File: src/rtl/imem_loader.sv
// Purpose : boot loader; assembles a length/word/checksum byte stream into imem writes and holds the core in reset until a good load.
// Latency : one imem write one cycle after the 4th byte of each word is accepted; flags update on the accepting edge.
// Backpr. : in_ready is high only in LEN_LO/LEN_HI/DATA/CSUM; an upstream stall of any length just pauses the FSM.
//
// Ports:
//   clk, rst          rising-edge clock, asynchronous active-low reset
//   start             one-cycle request to begin a load (honoured in IDLE/DONE/ERR only)
//   in_valid/in_ready byte stream handshake, in_data is the byte
//   imem_we/addr/wdata instruction memory write port (one strobe per word)
//   core_rst          1 holds the core in reset
//   busy/done/err     load status; words_loaded counts words written this load
module imem_loader #(
    parameter int IMEM_DEPTH = 1024,
    parameter int ADDR_W     = 10
) (
    input  logic              clk,
    input  logic              rst,
    input  logic              start,
    input  logic              in_valid,
    input  logic [7:0]        in_data,
    output logic              in_ready,
    output logic              imem_we,
    output logic [ADDR_W-1:0] imem_addr,
    output logic [31:0]       imem_wdata,
    output logic              core_rst,
    output logic              busy,
    output logic              done,
    output logic              err,
    output logic [15:0]       words_loaded
);

    typedef enum logic [2:0] {
        S_IDLE,
        S_LEN_LO,
        S_LEN_HI,
        S_DATA,
        S_CSUM,
        S_DONE,
        S_ERR
    } state_t;

    localparam logic [16:0] DEPTH_L = 17'(IMEM_DEPTH);

    state_t             state_q, state_d;
    logic [15:0]        len_q, len_d;
    logic [1:0]         bidx_q, bidx_d;
    logic [7:0]         csum_q, csum_d;
    logic [23:0]        asm_q, asm_d;       // bytes 0..2 of the word in flight

    logic               in_ready_d;
    logic               imem_we_d;
    logic [ADDR_W-1:0]  imem_addr_d;
    logic [31:0]        imem_wdata_d;
    logic               core_rst_d;
    logic               busy_d;
    logic               done_d;
    logic               err_d;
    logic [15:0]        words_loaded_d;

    logic               xfer;
    logic [15:0]        new_len;
    logic [15:0]        words_inc;

    // in_ready is a registered copy of "this state accepts bytes", so the
    // handshake seen by upstream is exactly what the FSM acts on.
    assign xfer      = in_valid & in_ready;
    assign new_len   = {in_data, len_q[7:0]};
    assign words_inc = words_loaded + 16'd1;

    always_comb begin
        state_d        = state_q;
        len_d          = len_q;
        bidx_d         = bidx_q;
        csum_d         = csum_q;
        asm_d          = asm_q;
        in_ready_d     = in_ready;
        imem_we_d      = 1'b0;
        imem_addr_d    = imem_addr;
        imem_wdata_d   = imem_wdata;
        core_rst_d     = core_rst;
        busy_d         = busy;
        done_d         = done;
        err_d          = err;
        words_loaded_d = words_loaded;

        case (state_q)
            S_IDLE, S_DONE, S_ERR: begin
                if (start) begin
                    state_d        = S_LEN_LO;
                    in_ready_d     = 1'b1;
                    busy_d         = 1'b1;
                    core_rst_d     = 1'b1;
                    done_d         = 1'b0;
                    err_d          = 1'b0;
                    words_loaded_d = 16'd0;
                    csum_d         = 8'd0;
                    bidx_d         = 2'd0;
                    len_d          = 16'd0;
                end
            end

            S_LEN_LO: begin
                if (xfer) begin
                    len_d[7:0] = in_data;
                    state_d    = S_LEN_HI;
                end
            end

            S_LEN_HI: begin
                if (xfer) begin
                    len_d[15:8] = in_data;
                    if ({1'b0, new_len} > DEPTH_L) begin
                        state_d    = S_ERR;
                        in_ready_d = 1'b0;
                        busy_d     = 1'b0;
                        err_d      = 1'b1;
                        core_rst_d = 1'b1;
                    end else if (new_len == 16'd0) begin
                        state_d = S_CSUM;
                    end else begin
                        state_d = S_DATA;
                    end
                end
            end

            S_DATA: begin
                if (xfer) begin
                    csum_d = csum_q ^ in_data;
                    bidx_d = bidx_q + 2'd1;
                    case (bidx_q)
                        2'd0: asm_d[7:0]   = in_data;
                        2'd1: asm_d[15:8]  = in_data;
                        2'd2: asm_d[23:16] = in_data;
                        default: begin
                            // Word complete: the write is a pipeline register,
                            // so byte acceptance never pauses for it.
                            imem_we_d      = 1'b1;
                            imem_addr_d    = words_loaded[ADDR_W-1:0];
                            imem_wdata_d   = {in_data, asm_q};
                            words_loaded_d = words_inc;
                            if (words_inc == len_q) begin
                                state_d = S_CSUM;
                            end
                        end
                    endcase
                end
            end

            S_CSUM: begin
                if (xfer) begin
                    in_ready_d = 1'b0;
                    busy_d     = 1'b0;
                    if (in_data == csum_q) begin
                        state_d    = S_DONE;
                        done_d     = 1'b1;
                        core_rst_d = 1'b0;
                    end else begin
                        state_d    = S_ERR;
                        err_d      = 1'b1;
                        core_rst_d = 1'b1;
                    end
                end
            end

            default: begin
                state_d    = S_IDLE;
                in_ready_d = 1'b0;
            end
        endcase
    end

    always_ff @(posedge clk or negedge rst) begin
        if (!rst) begin
            state_q      <= S_IDLE;
            len_q        <= 16'd0;
            bidx_q       <= 2'd0;
            csum_q       <= 8'd0;
            asm_q        <= 24'd0;
            in_ready     <= 1'b0;
            imem_we      <= 1'b0;
            imem_addr    <= '0;
            imem_wdata   <= 32'd0;
            core_rst     <= 1'b1;
            busy         <= 1'b0;
            done         <= 1'b0;
            err          <= 1'b0;
            words_loaded <= 16'd0;
        end else begin
            state_q      <= state_d;
            len_q        <= len_d;
            bidx_q       <= bidx_d;
            csum_q       <= csum_d;
            asm_q        <= asm_d;
            in_ready     <= in_ready_d;
            imem_we      <= imem_we_d;
            imem_addr    <= imem_addr_d;
            imem_wdata   <= imem_wdata_d;
            core_rst     <= core_rst_d;
            busy         <= busy_d;
            done         <= done_d;
            err          <= err_d;
            words_loaded <= words_loaded_d;
        end
    end

endmodule

File: config.mk
export PLATFORM = sky130hd
export DESIGN_NAME = imem_loader
export DESIGN_NICKNAME = d
export VERILOG_FILES = /design/src/rtl/imem_loader.sv
export SDC_FILE = /design/constraint.sdc
export NUM_CORES = 1
export LEC_CHECK = 0
export ABC_CLOCK_PERIOD_IN_PS = 5300
export CORE_UTILIZATION = 60
export CTS_CLUSTER_SIZE = 16
export DETAILED_ROUTE_END_ITERATION = 10
export PLACE_DENSITY = 0.88
export SLEW_MARGIN = 20
export SYNTH_ARGS = -nofsm -noshare
export SYNTH_HDL_FRONTEND = slang
export SYNTH_SLANG_ARGS = --single-unit
File: constraint.sdc
create_clock -name clk -period 5.3 [get_ports clk]
set_clock_uncertainty 0.1 [all_clocks]
set_input_delay 0.53 -clock clk [delete_from_list [all_inputs] [get_ports clk]]
set_output_delay 0.53 -clock clk [all_outputs]
set_load 0.02 [all_outputs]
==> results.py <==
metrics = {
    "layout": {
        "nFillCells": 647,
        "drive_gt1_share_pct": 9.56,
        "multi_input_area_um2": 2620,
        "syn2layout_area_growth_pct": 21.9,
        "seqCellArea_um2": 2930,
        "final_area_um2": 7070,
        "final_net_count": 705,
        "diodes": 0,
    },
    "synth": {
        "synth.distinct_cells": 47,
        "synth_nets": 648,
        "syn_avg_cell_area_um2": 9.19,
        "synth_top_area_share_pct": 50.1,
        "ys_ff_latch": 117,
        "yosysTopAreaCell": "dfrtp_1",
        "synth_area_um2": 5800,
        "synth_edf_count": 0,
        "async_reset_ff_share_pct": 100,
        "synth_area_leaders": "dfrtp_1 50%, nand2_1 12%, o21ai_0 5.4%, mux2_2 5.1%, xnor2_1 2.9%",
        "synthTopCellsByCount": "189 x nand2_1, 116 x dfrtp_1, 62 x o21ai_0",
        "synth_flop_cell": "dfrtp_1",
        "ys_seq_area_share_pct": 50.5,
        "synth_cells": 631,
        "synth_most_common_cell": "nand2_1",
        "yosys_warnings": 0,
    },
    "timing": {
        "slew_headroom_pct": 37.2,
        "max_freq_mhz": 266,
        "slew_viol_final": 0,
        "tightest_slew_ns": 0.939,
        "period_minus_slack_ns": 3.76,
        "fin_tns_setup_ns": 0,
        "finalSetupViolCount": 0,
        "grt_setup_unrepaired": "false",
        "timing.final.crit_share_pct": 71.0,
        "finalHoldViolations": 0,
    },
    "grt": {
        "grt_remaining_overflow": 0,
        "grt_pass1_wl_um": 24000,
        "grt.total_usage_pct": 31.0,
        "grt_pass1_vias": 5021,
        "grt_max_degree": 68,
        "antenna_found_initial": 0,
    },
    "clocking": {
        "root_buffer": "clkbuf_8",
        "cts_resized": 0,
        "post_cts_buffers": 0,
        "hold_buffers": 0,
        "htreeDepth": 4,
        "clk_path_buf_depth": 2,
        "numCtsBuffers": 17,
        "clkSlewWorstSetupHoldPaths_ns": 0.06,
        "clock-sinks": 117,
        "cts_tree": "built",
        "clock_latency_ns": 0.50,
    },
    "detailed_routing": {
        "route.detailed.wl_per_inst_um": 17.4,
        "dr.pass1.iters": 5,
        "dr.first_iter.drc_count": 477,
        "drt_wl_total_um": 14500,
        "drcViolationCount": 0,
        "avgViaCountPerCell": 6.00,
        "dr_total_vias": 4977,
        "detail-route-antenna-nets": 0,
    },
    "die": {
        "initial_utilization_pct": 62.4,
        "io_pins": 76,
        "die_h_um": 100,
        "chipWidth_um": 100,
        "core_um2": 9280,
        "rows": 35,
        "die-area_um2": 10100,
    },
    "outcome": {
        "status": "complete, no violations",
    },
    "worst_setup_path": {
        "slowest_delay_ns": 0.76,
        "worst_path_max_delay_cell": "inv_2",
        "path_class": "register to register",
        "reg2reg_from": "state_q[1]",
        "r2r.worst_path.cells": 9,
        "cp_data_required_time_ns": 5.61,
        "path_buf_inv": 2,
        "reg2reg_slack_ns": 1.54,
        "crit_chain": "nor2b_1 -> nand2_1 -> nor2_1 -> nand2_2 -> buf_4 -> inv_2 -> and2_1 -> o21ai_0 -> o31ai_1",
        "timing.rr.end": "words_loaded[5]",
        "worst-path-stages": 9,
        "startpoint_type": "register",
        "end_kind": "register",
        "crit_family": "simple AND/OR/NAND/NOR gates",
        "crit_arrival_ns": 4.07,
        "path_max_fanout": 63,
    },
    "pwr": {
        "power_density_nw_per_um2": 540,
        "ir_worst_vdd_mv": 0.341,
        "leakage_nw": 3.22,
    },
    "worst_hold_path": {
        "hold_path.class": "input port to async pin",
    },
    "placement": {
        "port_buffers": 75,
        "placed_cell_area_um2": 6500,
        "hpwl_um": 9020,
        "routabilityCongestion": 0.885,
    },
    "run": {
        "maxCapViolCount": 0,
    },
}
## how the worst max path moves through the flow
stage / startpoint / to / slack, ns
2_1_floorplan: words_loaded[0] / state_q[0] / 2.76
3_3_place_gp: in_valid / words_loaded[15] / 1.70
3_5_place_dp: in_valid / words_loaded[15] / 1.54
4_1_cts: state_q[1] / words_loaded[5] / 1.59
5_1_grt: state_q[1] / words_loaded[5] / 1.25
6_report: state_q[1] / words_loaded[5] / 1.54
## report_power, final
| group | internal [mW] | switching, mW |
|---|---|---|
| combinational | 0.584 | 0.685 |
| clock | 0.682 | 0.404 |
| sequential | 1.19 | 0.273 |
## through the flow
stage / hold WS (ns) / worst slack, ns / total power [mW] / cells / util, %
3_3_place_gp: 0.352 / 1.70 / 2.63 / 798 / 70.0
6_report: 0.0300 / 1.54 / 3.82 / 830 / 76.1
5_1_grt: 0.0987 / 1.25 / 4.03 / 830 / 76.1
4_1_cts: 0.0486 / 1.59 / 3.81 / 830 / 76.1
2_1_floorplan: 0.134 / 2.76 / 2.25 / 631 / -
3_5_place_dp: 0.351 / 1.54 / 2.69 / 798 / 70.0
## final cells by class
type | instances | share of cell area (%)
well taps | 129 | 2.28
clock buffers | 21 | 6.21
multi-input cells | 469 | 37.1
inverters | 6 | 0.319
clock inverters | 11 | 1.81
repair buffers | 77 | 10.8
flip-flops and latches | 117 | 41.4
## cells in the final DEF (no fill, tap or decap), types with 2 or more instances in the layout
cell type | netlist | layout
a21oi_1 | 18 | 18
o21ai_0 | 62 | 61
inv_1 | 5 | 5
nand3_1 | 14 | 14
a31oi_1 | 5 | 5
and2_1 | 2 | 2
clkinv_2 | 0 | 2
a22o_1 | 9 | 9
nand2b_1 | 5 | 5
clkbuf_1 | 23 | 3
o31ai_1 | 10 | 10
dfrtp_1 | 116 | 116
clkdlybuf4s50_1 | 0 | 74
a21o_1 | 4 | 4
clkbuf_16 | 0 | 16
nor3_1 | 6 | 6
mux2_2 | 26 | 26
nor2_1 | 32 | 32
and3_1 | 5 | 5
nand2_1 | 189 | 188
xnor2_1 | 19 | 19
clkbuf_8 | 5 | 2
o21a_1 | 2 | 2
clkinvlp_4 | 0 | 3
buf_4 | 1 | 3
ha_1 | 5 | 5
clkinv_4 | 0 | 3
bufinv_16 | 0 | 2
xor2_1 | 14 | 14
o31a_1 | 2 | 2
or3_1 | 5 | 5
nand4_1 | 4 | 4
o22ai_1 | 3 | 3
mux2i_1 | 4 | 4
nor2b_1 | 5 | 5
or4_1 | 2 | 2
nor4_1 | 7 | 7
## flip-flops by register name (all words and copies together) (netlist names)
| name | flops |
|---|---|
| words_loaded | 16 |
| state_q | 3 |
| imem_wdata | 32 |
| done | 1 |
| in_ready | 1 |
| csum_q | 8 |
| imem_we | 1 |
| bidx_q | 2 |
| len_q | 16 |
| imem_addr | 10 |
| core_rst | 1 |
| busy | 1 |
| asm_q | 24 |
| err | 1 |
## layer usage
layer / vias up / wire length (um) / share of wire, % / GRT usage (%)
met1: 2391 / 5830 / 40 / 38.6
met3: 69 / 915 / 6.3 / 5.78
met4: 0 / 550 / 3.8 / 15.5
li1: 2260 / - / - / -
met5: - / 0 / 0 / 0
met2: 257 / 7180 / 50 / 52.1
## logic make-up after synthesis
kind of cell / synth area share [%]
adders and majority gates: 1.08
xor gates and xnor gates: 4.99
AOI/OAI and AO/OA: 12.0
DFF: 50.5
and+or+nand+nor: 21.4
buffers and inverters: 4.32
muxes: 5.74
Note: power is estimated with default switching activity, not from simulation.
